$ cat src/rtl/mems_marker_fifo_writer.sv
// Turns level-held line/frame requests into tagged FIFO marker words, acknowledges them upstream,
// and drops a marker after a bounded FIFO-full stall so the event generator can never hang.
module mems_marker_fifo_writer #(
    parameter int DATA_W    = 16,
    parameter int MAX_STALL = 1024,
    parameter int DROP_W    = 16
) (
    input  logic              clk,
    input  logic              rst,
    input  logic              new_line,
    input  logic              new_frame,
    input  logic              fifo_full,
    output logic              new_line_FIFO_done,
    output logic              new_frame_FIFO_done,
    output logic              fifo_wr_en,
    output logic [DATA_W-1:0] fifo_din,
    output logic [DATA_W-3:0] line_idx,
    output logic [DATA_W-3:0] frame_idx,
    output logic [DROP_W-1:0] drop_count
);

    localparam int IDX_W   = DATA_W - 2;
    localparam int STALL_W = (MAX_STALL > 1) ? $clog2(MAX_STALL) : 1;
    localparam logic [STALL_W-1:0] STALL_LIMIT = STALL_W'(MAX_STALL - 1);

    typedef enum logic [2:0] {
        IDLE,
        WR_FRAME,
        WR_LINE,
        ACK_FRAME,
        ACK_LINE,
        REL_FRAME,
        REL_LINE
    } state_t;

    state_t              r_state;
    logic [STALL_W-1:0]  r_stall;
    logic [DATA_W-1:0]   r_din;
    logic [IDX_W-1:0]    r_line;
    logic [IDX_W-1:0]    r_frame;
    logic [DROP_W-1:0]   r_drop;

    logic w_in_wr;
    logic w_wr;
    logic w_timeout;
    logic w_advance;

    assign w_in_wr   = (r_state == WR_FRAME) || (r_state == WR_LINE);
    assign w_wr      = w_in_wr && !fifo_full;
    assign w_timeout = w_in_wr && fifo_full && (r_stall == STALL_LIMIT);
    assign w_advance = w_wr || w_timeout;

    assign fifo_wr_en          = w_wr;
    assign new_frame_FIFO_done = (r_state == ACK_FRAME);
    assign new_line_FIFO_done  = (r_state == ACK_LINE);
    assign fifo_din            = r_din;
    assign line_idx            = r_line;
    assign frame_idx           = r_frame;
    assign drop_count          = r_drop;

    always_ff @(posedge clk or posedge rst) begin
        if (rst) begin
            r_state <= IDLE;
            r_stall <= '0;
            r_din   <= '0;
            r_line  <= '0;
            r_frame <= '0;
            r_drop  <= '0;
        end else begin
            // A dropped marker advances the indices too, so downstream sees the gap.
            if (w_timeout && (r_drop != '1))
                r_drop <= r_drop + DROP_W'(1);

            case (r_state)
                IDLE: begin
                    if (new_frame) begin
                        r_state <= WR_FRAME;
                        r_din   <= {2'b10, r_frame};
                    end else if (new_line) begin
                        r_state <= WR_LINE;
                        r_din   <= {2'b01, r_line};
                    end
                end
                WR_FRAME: begin
                    if (w_advance) begin
                        r_state <= ACK_FRAME;
                        r_stall <= '0;
                        r_frame <= r_frame + IDX_W'(1);
                        r_line  <= '0;
                    end else begin
                        r_stall <= r_stall + STALL_W'(1);
                    end
                end
                WR_LINE: begin
                    if (w_advance) begin
                        r_state <= ACK_LINE;
                        r_stall <= '0;
                        r_line  <= r_line + IDX_W'(1);
                    end else begin
                        r_stall <= r_stall + STALL_W'(1);
                    end
                end
                ACK_FRAME: r_state <= REL_FRAME;
                ACK_LINE:  r_state <= REL_LINE;
                // Hold here until the stale request drops, so it is never serviced twice.
                REL_FRAME: if (!new_frame) r_state <= IDLE;
                REL_LINE:  if (!new_line)  r_state <= IDLE;
                default:   r_state <= IDLE;
            endcase
        end
    end

endmodule

$ cat config.mk
export PLATFORM = sky130hd
export DESIGN_NAME = mems_marker_fifo_writer
export DESIGN_NICKNAME = d
export VERILOG_FILES = /design/src/rtl/mems_marker_fifo_writer.sv
export SDC_FILE = /design/constraint.sdc
export NUM_CORES = 1
export LEC_CHECK = 0
export BUFFER_PORTS_ARGS = -buffer_cell sky130_fd_sc_hd__buf_2
export CELL_PAD_IN_SITES_DETAIL_PLACEMENT = 0
export CELL_PAD_IN_SITES_GLOBAL_PLACEMENT = 1
export CORE_UTILIZATION = 42
export DETAILED_ROUTE_END_ITERATION = 7
export PLACE_DENSITY = 0.78
export SYNTH_ARGS = -nofsm -noshare
export SYNTH_HDL_FRONTEND = slang
export SYNTH_SLANG_ARGS = --single-unit
export TNS_END_PERCENT = 50
$ cat constraint.sdc
create_clock -name clk -period 3.35 [get_ports clk]
set_input_delay 0.67 -clock clk [delete_from_list [all_inputs] [get_ports clk]]
set_output_delay 0.67 -clock clk [all_outputs]
set_load 0.02 [all_outputs]
; Word level (Yosys, flattened, before mapping)
; Cells that the tools add are included.
[classes]
n_reduce_logical = 15
n_shift = 0
n_addsub = 4
n_bitwise = 0
mul = 0
n_eq_ne = 13
n_mux = 13
n_lt_le_gt_ge = 0
div = 0
[op_table]
columns = op, n
row1 = 16-bit 2-to-1 mux, 2
row2 = "14-bit by 1-bit adder with 14-bit output, second input constant", 2
row3 = 14-bit 2-to-1 mux, 2
row4 = 14-bit case mux with 2 select lines, 1
row5 = 3-bit case mux with 7 select lines, 1
row6 = 3-bit 2-to-1 mux, 6
row7 = "16-bit by 1-bit adder with 16-bit output, second input constant", 1
row8 = "16-bit != test, second input constant", 1
row9 = "10-bit by 1-bit adder with 10-bit output, second input constant", 1
row10 = "10-bit == test, second input constant", 1
row11 = 10-bit 2-to-1 mux, 1
row12 = "3-bit == test, second input constant", 3
row13 = "2-bit != test, second input constant", 4
row14 = "3-bit by 2-bit == test with 1-bit output, second input constant", 2
row15 = 5-bit AND reduction, 1
row16 = 1-bit logical AND, 4
row17 = 2-bit AND reduction, 2
row18 = 2-bit nonzero test, 2
row19 = "3-bit by 1-bit == test with 1-bit output, second input constant", 1
row20 = 3-bit logical NOT, 1
row21 = "3-bit != test, second input constant", 1
row22 = 3-bit AND reduction, 1
row23 = 1-bit logical OR, 2
row24 = 2-bit OR reduction, 1
row25 = 1-bit logical NOT, 1
[word_totals]
latch_bits = 0
reg_bits = 73
input_bits = 5
memories = 0
mem_bits_ro = 0
output_inout_bits = 63
ram_bits = 0
elab_cells = 51

; Depth between registers and ports, before layout
; Gate-level depths: netlist of the first run.
[depth]
ltp_word = 7
mapped_depth = 7
mapped_depth_nobuf = 6

; Least setup slack after synthesis of the first run
; OpenSTA, ideal clock, no wires.
[synth_timing]
path_kind = register to output
from = reg r_state[0]
to = out fifo_wr_en
slack_ns = 1.188
arrival_ns = 1.492
path_buffers = 2
t_required_ns = 2.680
stages_incl_launch_ff = 6
path_cell_list = dfrtp_1 -> xnor2_1 -> or2_2 -> clkbuf_1 -> clkbuf_1 -> nor2_1
[synth_via]
elab_chain_cells = 3
word_cells_on_any_way = 4
classes_between = eq/ne (2) / reduce/logical (2)
[synth_rtl]
columns = element, line_no
row1 = from (decl), 36  ; state_t r_state;
row2 = from (signal assigned), 63  ; r_state <= IDLE;
row3 = from (signal assigned), 77  ; r_state <= WR_FRAME;
row4 = from (signal assigned), 80  ; r_state <= WR_LINE;
row5 = 3-bit by 1-bit == test with 1-bit output or 3-bit by 2-bit == test with 1-bit output (tied branches), 48  ; assign w_in_wr = (r_state == WR_FRAME) || (r_state == WR_LINE);
row6 = 1-bit logical OR (*), 48
row7 = 1-bit logical AND (*), 49  ; assign w_wr = w_in_wr && !fifo_full;
row8 = to (decl), 15  ; output logic fifo_wr_en,
; Mark *: on every way between the ends. The rest lies on a longest branch, timed or not.

; Final worst setup path of the first run
; Ends and elaborated chain as after synthesis.

==> flow_metrics.env, run 1 <==
export IMPL_outcome="finished clean"
export IMPL_clockRootBuffer="clkbuf_8"
export IMPL_end_kind="primary output"
export IMPL_crit_fanout=16
export IMPL_yosysTopAreaCell="dfrtp_1"
export IMPL_dieArea_mm2=0.00885
export IMPL_synth_edf_count=0
export IMPL_holdBufCountCts=0
export IMPL_clk_pin_slew_worst_paths_ps=80
export IMPL_row_count=33
export IMPL_cpPeakStageDelay_ps=580
export IMPL_setup_worst_path_start_class="register"
export IMPL_overflow=0
export IMPL_crit_buf_inv=1
export IMPL_slew_violations=0
export IMPL_place_inst=513
export IMPL_drt_pass1_iterations=4
export IMPL_n_antenna_cell=0
export IMPL_r2r_slack_ps=1000
export IMPL_total_power_mw=2.70
export IMPL_power_leakage_nw=2.08
export IMPL_grt_pass1_vias=2671
export IMPL_fin_skew_ps=12.5
export IMPL_setup_ws_ps=828
export IMPL_antenna_found_initial=0
export IMPL_async_flop_share=1.00
export IMPL_htreeDepth=3
export IMPL_syn_area_per_cell_um2=10.1
export IMPL_worstSetupPathType="reg -> out"
export IMPL_grt_max_degree=43
export IMPL_cap_viol_max_count=0
export IMPL_postCtsSetupBuffers=0
export IMPL_timing_final_crit_period_ps=2520
export IMPL_drtIter0Drc=125
export IMPL_timing_hold_ws_ps=430
export IMPL_place_port_buffers=67
export IMPL_cts_tree="yes"
export IMPL_ys_dominant_reg_cell="dfrtp_1"
export IMPL_drt_wl_total_mm=8.22
export IMPL_yosysTopAreaCellShare=0.513
export IMPL_cts_sinks=73
export IMPL_die_y_um=94.1
export IMPL_yosysSeqAreaShare=0.513
export IMPL_io_pins=68
export IMPL_hold_viol=0
export IMPL_yosysWarnings=0
export IMPL_use_met1=0.289
export IMPL_rsz0062_at_grt="false"
export IMPL_cp_arrival_ps=1850
export IMPL_cts_buffers_inserted=9
export IMPL_crit_family="simple AND/OR/NAND/NOR gates"
export IMPL_crit_required_ps=2680
export IMPL_die_w_um=94.1
export IMPL_syn_cell_area_mm2=0.00356
export IMPL_ys_seq_elements=73
export IMPL_worst_pin_slew_ps=1100
export IMPL_stdcell_count=528
export IMPL_top_usage_layer="met2"
export IMPL_cp_slowest_cell="dfrtp_1"
export IMPL_hpwl_mm=5.91
export IMPL_place_gp_congestion=0.837
export IMPL_hp_class="in -> async"
export IMPL_clk_latency_ps=340
export IMPL_cts_resized=0
export IMPL_grtUsageMet2=0.297
export IMPL_avgRoutedWirePerCell_um=15.6
export IMPL_synth_cell_types=40
export IMPL_track_usage=0.201
export IMPL_grtUsageMet3=0.0380
export IMPL_ir_drop_uv=437
export IMPL_powerDensity_mw_per_mm2=638
export IMPL_syn_nets=363
export IMPL_initial_utilization=0.434
export IMPL_synth_area_top_cells="dfrtp_1, xor2_1, xnor2_1"
export IMPL_setup_viol=0
export IMPL_synth_cells=354
export IMPL_max_freq_mhz=397
export IMPL_layout_drive_gt1_share=0.225
export IMPL_design_core_area_mm2=0.00822
export IMPL_grt_pass1_wl_mm=13.5
export IMPL_synthToLayoutAreaGrowth_pct=18.9
export IMPL_fin_crit_sh=0.753
export IMPL_vias=2865
export IMPL_fin_nets=428
export IMPL_vias_per_cell=5.43
export IMPL_setup_tns_ps=0
export IMPL_post_place_ws_ps=1010
export IMPL_drc=0
export IMPL_antenna_left=0
export IMPL_crit_chain="xnor2_1, or2_2, nor2_1, buf_2"
export IMPL_slew_headroom=0.265
export IMPL_cts_buffer_depth=2
[Yosys cell counts, drive strengths merged (2+ instances only)]
cell    count
nor2       35
xor2       22
o21ai      13
and2        2
mux2        2
o31ai       3
nor3       13
nor3b      12
ha          4
o31a        2
nor2b       2
or2         2
a21oi       3
or4         2
clkbuf     15
dfrtp      73
nor4       10
xnor2      19
and4        3
nand4      17
nand2b      3
inv        11
nand3      22
a221o      14
a21o        2
nand2      33
and3        3
[cell families after synthesis]
logic type,after synthesis,share of synthesized area
AND/OR/NAND/NOR,163,0.243
flip-flops,73,0.513
AO/OA/AOI/OAI,43,0.0910
XOR/XNOR,41,0.101
buffers and inverters,27,0.0295
adder cells (fa/ha/maj),5,0.0169
multiplexers,2,0.00632
[per-stage QoR]
stage / util / area [um2]
finish: 0.515 / 4240
global route: 0.515 / 4240
detailed placement: 0.487 / 4000
global placement: 0.487 / 4000
floorplan: - / 3560
CTS: 0.515 / 4240
[cell type report]
class | count | area, um2
Clock inverter | 5 | 104
Clock buffer | 10 | 128
Tap cell | 105 | 131
Inverter | 11 | 41.3
Fill cell | 781 | 3980
Timing Repair Buffer | 70 | 370
Sequential cell | 73 | 1830
Multi-Input combinational cell | 254 | 1630
[worst paths after layout]
check	cells past startpoint	end	start
max in group asynchronous	3	r_stall[6]	rst
worst min-delay path	2	fifo_din[6]	rst
worst min register to register	1	fifo_din[15]	fifo_din[15]
worst max-delay path	4	fifo_wr_en	r_state[0]
worst max register to register	7	frame_idx[11]	r_stall[0]
min in group clk	1	fifo_din[15]	fifo_din[15]
[power breakdown]
group	total [mW]	internal, mW	switching [mW]
clock network	0.812	0.493	0.320
logic	0.712	0.246	0.466
registers	1.18	1.00	0.174
[worst reg2reg max path, delay by kind of cell (launching register included)]
kind / cells / cell delay, ps
compound gates: 1 / 260
xor+xnor: 1 / 170
fa+ha+maj: 1 / 260
buf+inv: 1 / 230
flops: 1 / 410
simple gates: 3 / 930
[routing by layer]
layer  vias to the layer above  routed length (um)
met1                      1389                4010
met3                         8                 353
met2                        68                3730
li1                       1400                   -
met4                         0                 120
met5                         -                   0
[state kept, by name, indices dropped and copies added (netlist names)]
name / cells
drop_count: 16
frame_idx: 14
fifo_din: 16
line_idx: 14
r_state: 3
r_stall: 10
[cells in the final DEF (no fill, tap or decap), types with 9 or more instances in the layout]
cell type | Yosys | layout
dfrtp_1 | 73 | 73
buf_2 | 0 | 67
nor2_1 | 35 | 35
nand2_1 | 33 | 33
nand3_1 | 22 | 22
xor2_1 | 22 | 22
xnor2_1 | 19 | 19
nand4_1 | 17 | 17
a221o_1 | 14 | 14
nor3_1 | 13 | 13
o21ai_0 | 13 | 12
nor3b_1 | 12 | 12
inv_1 | 11 | 10
nor4_1 | 9 | 9
clkbuf_8 | 0 | 9
Note: power is estimated with default switching activity, not from simulation.
==> run 2: changes to the inputs <==
--- a/config.mk
+++ b/config.mk
@@ -8,9 +8,9 @@
 export BUFFER_PORTS_ARGS = -buffer_cell sky130_fd_sc_hd__buf_2
 export CELL_PAD_IN_SITES_DETAIL_PLACEMENT = 0
 export CELL_PAD_IN_SITES_GLOBAL_PLACEMENT = 1
-export CORE_UTILIZATION = 42
+export CORE_UTILIZATION = 38
 export DETAILED_ROUTE_END_ITERATION = 7
-export PLACE_DENSITY = 0.78
+export PLACE_DENSITY = 0.74
 export SYNTH_ARGS = -nofsm -noshare
 export SYNTH_HDL_FRONTEND = slang
 export SYNTH_SLANG_ARGS = --single-unit
==> constraint.sdc (replaced) <==
create_clock -name clk -period 2.3 [get_ports clk]
set_input_delay 0.46 -clock clk [delete_from_list [all_inputs] [get_ports clk]]
set_output_delay 0.46 -clock clk [all_outputs]
set_load 0.02 [all_outputs]
==> run 2 against run 1 <==
Utilization decreased by 3.1 points. Via count up 4.2%. Clock power rose by 15%. Largest power group unchanged. Critical endpoint is now frame_idx[3]. Flip-flop and latch count unchanged. Non-clock buffer count rose by 14. Sequential share of layout area is 0.71 points lower. Die area increased by 10%. Cell count grew 3.4%.
==> flow_metrics.env, run 2 (same netlist as run 1, synthesis figures left out) <==
export IMPL_outcome="finished clean"
export IMPL_power_leakage_nw=2.11
export IMPL_layout_drive_gt1_share=0.256
export IMPL_cts_resized=0
export IMPL_initial_utilization=0.401
export IMPL_postCtsSetupBuffers=0
export IMPL_r2r_slack_ps=100
export IMPL_max_freq_mhz=454
export IMPL_hold_viol=0
export IMPL_clockRootBuffer="clkbuf_8"
export IMPL_holdBufCountCts=0
export IMPL_drtIter0Drc=112
export IMPL_setup_worst_path_start_class="register"
export IMPL_vias=2984
export IMPL_crit_required_ps=2530
export IMPL_fin_nets=442
export IMPL_synthToLayoutAreaGrowth_pct=20.9
export IMPL_grt_max_degree=51
export IMPL_slew_violations=0
export IMPL_antenna_found_initial=0
export IMPL_dpl_instance_area_mm2=0.00412
export IMPL_swShare=0.392
export IMPL_cellInternalPower_mw=2.32
export IMPL_io_pins=68
export IMPL_grt_pass1_wl_mm=14.6
export IMPL_cp_arrival_ps=2430
export IMPL_fillers=840
export IMPL_avgRoutedWirePerCell_um=16.0
export IMPL_setup_ws_ps=97.6
export IMPL_timing_hold_ws_ps=165
export IMPL_layout_common_cells="dfrtp_1, buf_2, nor2_1"
export IMPL_setup_tns_ps=0
export IMPL_hpwl_mm=6.16
export IMPL_cap_viol_max_count=0
export IMPL_slew_headroom=0.628
export IMPL_reg2reg_depth=7
export IMPL_clk_pin_slew_worst_paths_ps=80
export IMPL_rsz0062_at_grt="false"
export IMPL_power_frac_clock=0.245
export IMPL_post_place_ws_ps=103
export IMPL_place_gp_congestion=0.815
export IMPL_timing_final_crit_period_ps=2200
export IMPL_layout_commonest_cell="dfrtp_1"
export IMPL_crit_fanout=11
export IMPL_r2r_end="frame_idx[3]"
export IMPL_setup_viol=0
export IMPL_hp_class="in -> async"
export IMPL_dieArea_mm2=0.00977
export IMPL_n_antenna_cell=0
export IMPL_cts_buffers_inserted=9
export IMPL_r2r_start="r_stall[0]"
export IMPL_cts_buffer_depth=2
export IMPL_end_kind="register"
export IMPL_overflow=0
export IMPL_track_usage=0.190
export IMPL_ir_drop_uv=485
export IMPL_worst_pin_slew_ps=557
export IMPL_fin_skew_ps=10.9
export IMPL_htreeDepth=3
export IMPL_antenna_left=0
export IMPL_drc=0
export IMPL_vias_per_cell=5.47
export IMPL_cp_slowest_cell="dfrtp_1"
export IMPL_worstSetupPathType="reg -> reg"
export IMPL_row_count=34
export IMPL_comb_power_share=0.320
export IMPL_die_y_um=98.8
export IMPL_crit_chain="ha_1, nand2_1, o31ai_1, buf_4, and3_2, nand4_1, xnor2_1"
export IMPL_place_inst=530
export IMPL_place_port_buffers=67
export IMPL_clk_latency_ps=340
export IMPL_die_w_um=98.8
export IMPL_stdcell_count=546
export IMPL_grt_pass1_vias=2854
export IMPL_p_sw_mw=1.49
export IMPL_cts_tree="yes"
export IMPL_design_area_mm2=0.00431
export IMPL_design_core_area_mm2=0.00889
export IMPL_fin_crit_sh=0.958
export IMPL_drt_pass1_iterations=4
export IMPL_powerDensity_mw_per_mm2=885
export IMPL_drt_wl_total_mm=8.75
export IMPL_cpPeakStageDelay_ps=410
export IMPL_cts_sinks=73
export IMPL_power_frac_seq=0.435
run 2: changes by cell type in the layout (fill, tap and decap cells not counted), sizes merged:
cell | previous run | this run
bufinv | 3 | 0
clkinvlp | 0 | 4
buf | 70 | 84
inv | 12 | 11
clkbuf | 10 | 11
run 2: layout make-up:
type	count	area, um2	share of cell area
clock buffers	11	141	0.0328
well taps	108	135	0.0314
repair buffers	84	475	0.110
multi-input cells	254	1640	0.381
clock inverters	5	40.0	0.00930
inverters	11	45.0	0.0105
flip-flops and latches	73	1830	0.424
run 2: per-layer routing:
metal  GRT usage  part of all wire  wire length, um  up-vias
li1            -                 -                -     1423
met1       0.262              0.48             4190     1490
met2       0.306              0.47             4110       67
met3      0.0433             0.044              387        4
met4      0.0448            0.0064               56        0
met5           0                 0                0        -
run 2: worst max-delay path by stage:
stage,from,endpoint
after global placement,r_stall[0],drop_count[15]
final,r_stall[0],frame_idx[3]
after CTS,r_stall[0],frame_idx[3]
after global routing,r_stall[0],drop_count[15]
after floorplan,r_stall[0],drop_count[10]
after detailed placement,r_stall[0],frame_idx[3]
run 2: power by group through the flow:
stage | clock [mW] | combinational [mW] | sequential [mW]
6_report | 0.936 | 1.22 | 1.66
2_1_floorplan | 0 | 0.680 | 1.77
5_1_grt | 1.03 | 1.35 | 1.69
3_5_place_dp | 0 | 1.21 | 1.68
3_3_place_gp | 0 | 1.20 | 1.68
4_1_cts | 0.966 | 1.21 | 1.66
run 2: stage by stage:
stage	util	total power [mW]
5_1_grt	0.484	4.07
4_1_cts	0.483	3.84
2_1_floorplan	-	2.45
6_report	0.484	3.81
3_3_place_gp	0.463	2.88
3_5_place_dp	0.463	2.89
run 2: critical path: cells and delay by family (launching register included):
family / cells / cell delay [ps]
adder cells (fa/ha/maj): 1 / 260
AO/OA/AOI/OAI: 1 / 410
XOR/XNOR: 1 / 150
AND/OR/NAND/NOR: 3 / 600
buffers and inverters: 1 / 260
flip-flops: 1 / 410
==> run 3: changes to the inputs <==
--- a/config.mk
+++ b/config.mk
@@ -11,6 +11,7 @@
 export CORE_UTILIZATION = 38
 export DETAILED_ROUTE_END_ITERATION = 7
 export PLACE_DENSITY = 0.74
+export SETUP_SLACK_MARGIN = 0.4
 export SYNTH_ARGS = -nofsm -noshare
 export SYNTH_HDL_FRONTEND = slang
 export SYNTH_SLANG_ARGS = --single-unit
==> run 3 against run 2 <==
Cell count up 3.8%. Die area unchanged. Cell area up 8.4%. Global-route usage up 0.75 points. Clock power about the same.
==> flow_metrics.env, run 3 (same netlist as run 1, synthesis figures left out) <==
export IMPL_outcome="finished clean"
export IMPL_hold_viol=0
export IMPL_timing_final_crit_period_ps=2050
export IMPL_overflow=0
export IMPL_comb_power_share=0.363
export IMPL_swShare=0.391
export IMPL_crit_fanout=4
export IMPL_crit_required_ps=2570
export IMPL_fin_crit_sh=0.890
export IMPL_grt_pass1_vias=2986
export IMPL_r2r_slack_ps=250
export IMPL_vias_per_cell=5.51
export IMPL_htreeDepth=3
export IMPL_avgRoutedWirePerCell_um=16.7
export IMPL_cp_arrival_ps=2320
export IMPL_n_antenna_cell=0
export IMPL_worstSetupPathType="reg -> reg"
export IMPL_slew_headroom=0.614
export IMPL_place_port_buffers=67
export IMPL_ir_drop_uv=478
export IMPL_initial_utilization=0.401
export IMPL_cts_buffers_inserted=9
export IMPL_rsz0062_at_grt="true"
export IMPL_place_inst=530
export IMPL_hpwl_mm=6.16
export IMPL_cts_sinks=73
export IMPL_die_w_um=98.8
export IMPL_clk_latency_ps=350
export IMPL_stdcell_count=567
export IMPL_drt_wl_total_mm=9.45
export IMPL_total_power_mw=4.09
export IMPL_synthToLayoutAreaGrowth_pct=31.1
export IMPL_max_freq_mhz=489
export IMPL_fin_skew_ps=12.3
export IMPL_powerDensity_mw_per_mm2=876
export IMPL_vias=3126
export IMPL_hp_class="in -> async"
export IMPL_place_gp_congestion=0.815
export IMPL_power_frac_seq=0.407
export IMPL_power_frac_clock=0.229
export IMPL_power_leakage_nw=2.24
export IMPL_cts_buffer_depth=2
export IMPL_drt_pass1_iterations=4
export IMPL_grt_pass1_wl_mm=15.1
export IMPL_fillers=806
export IMPL_fin_nets=463
export IMPL_multi_input_comb_area_mm2=0.00182
export IMPL_cellInternalPower_mw=2.49
export IMPL_layout_common_cells="dfrtp_1, buf_2, nand2_1, buf_4, nor2_1"
export IMPL_setup_viol=0
export IMPL_grt_max_degree=51
export IMPL_drc=0
export IMPL_p_sw_mw=1.60
export IMPL_holdBufCountCts=0
export IMPL_track_usage=0.198
export IMPL_clk_pin_slew_worst_paths_ps=80
export IMPL_design_core_area_mm2=0.00889
export IMPL_setup_tns_ps=0
export IMPL_antenna_found_initial=0
export IMPL_cap_viol_max_count=0
export IMPL_register_area_mm2=0.00183
export IMPL_slew_violations=0
export IMPL_worst_pin_slew_ps=578
export IMPL_setup_worst_path_start_class="register"
export IMPL_io_pins=68
export IMPL_antenna_left=0
export IMPL_dieArea_mm2=0.00977
export IMPL_die_y_um=98.8
export IMPL_drtIter0Drc=126
export IMPL_layout_drive_gt1_share=0.349
export IMPL_clockRootBuffer="clkbuf_8"
export IMPL_row_count=34
export IMPL_cts_tree="yes"
export IMPL_layout_commonest_cell="dfrtp_1"
export IMPL_end_kind="register"
==> run 3: changes by cell type in the layout (fill, tap and decap cells not counted), sizes merged <==
cell  delta
buf     +21
==> run 3: critical path: stages, from the launching register on <==
cell,delay [ps]
dfrtp_1,410
xnor2_2,160
or4_4,550
or4_4,580
nor2_2,120
xor2_1,150
==> run 3: worst paths after layout <==
kind | startpoint | endpoint | depth (start not counted)
setup / recovery | r_state[0] | drop_count[6] | 5
hold / removal | rst | r_stall[2] | 2
setup reg to reg | r_state[0] | drop_count[6] | 5
hold reg to reg | fifo_din[15] | fifo_din[15] | 1
max in group asynchronous | rst | line_idx[4] | 3
min in group clk | fifo_din[15] | fifo_din[15] | 1
==> run 3: timing repair <==
action,4_1_cts,5_1_grt
resized for setup,20,30
buffers inserted,12,9
pin swaps,6,10
setup endpoints to repair,42,42
==> run 3: layout make-up <==
type,count,area share
Tap cell,108,0.0289
Clock inverter,5,0.00857
Timing Repair Buffer,105,0.141
Clock buffer,11,0.0303
Sequential cell,73,0.391
Inverter,11,0.00965
Multi-Input combinational cell,254,0.390
==> run 3: per-layer routing <==
| metal | part of all wire | track usage | vias to the layer above |
|---|---|---|---|
| met2 | 0.49 | 0.323 | 81 |
| met1 | 0.47 | 0.268 | 1577 |
| met5 | 0 | 0 | - |
| met3 | 0.032 | 0.0440 | 4 |
| met4 | 0.0065 | 0.0471 | 0 |
| li1 | - | - | 1464 |
==> run 3: power by group through the flow <==
| stage | logic, mW | registers, mW | clock network, mW |
|---|---|---|---|
| finish | 1.49 | 1.67 | 0.937 |
| global route | 1.63 | 1.70 | 1.02 |
| global placement | 1.20 | 1.68 | 0 |
| floorplan | 0.680 | 1.77 | 0 |
| detailed placement | 1.21 | 1.68 | 0 |
| CTS | 1.41 | 1.66 | 0.966 |
==> run 3: stage by stage <==
| stage | hold WS, ps | worst slack, ps | cell area [um2] | util |
|---|---|---|---|---|
| 6_report | 170 | 253 | 4670 | 0.525 |
| 5_1_grt | 194 | 196 | 4670 | 0.525 |
| 4_1_cts | 167 | 255 | 4470 | 0.502 |
| 3_5_place_dp | 476 | 103 | 4120 | 0.463 |
| 3_3_place_gp | 470 | 164 | 4120 | 0.463 |
| 2_1_floorplan | 467 | 307 | 3570 | - |
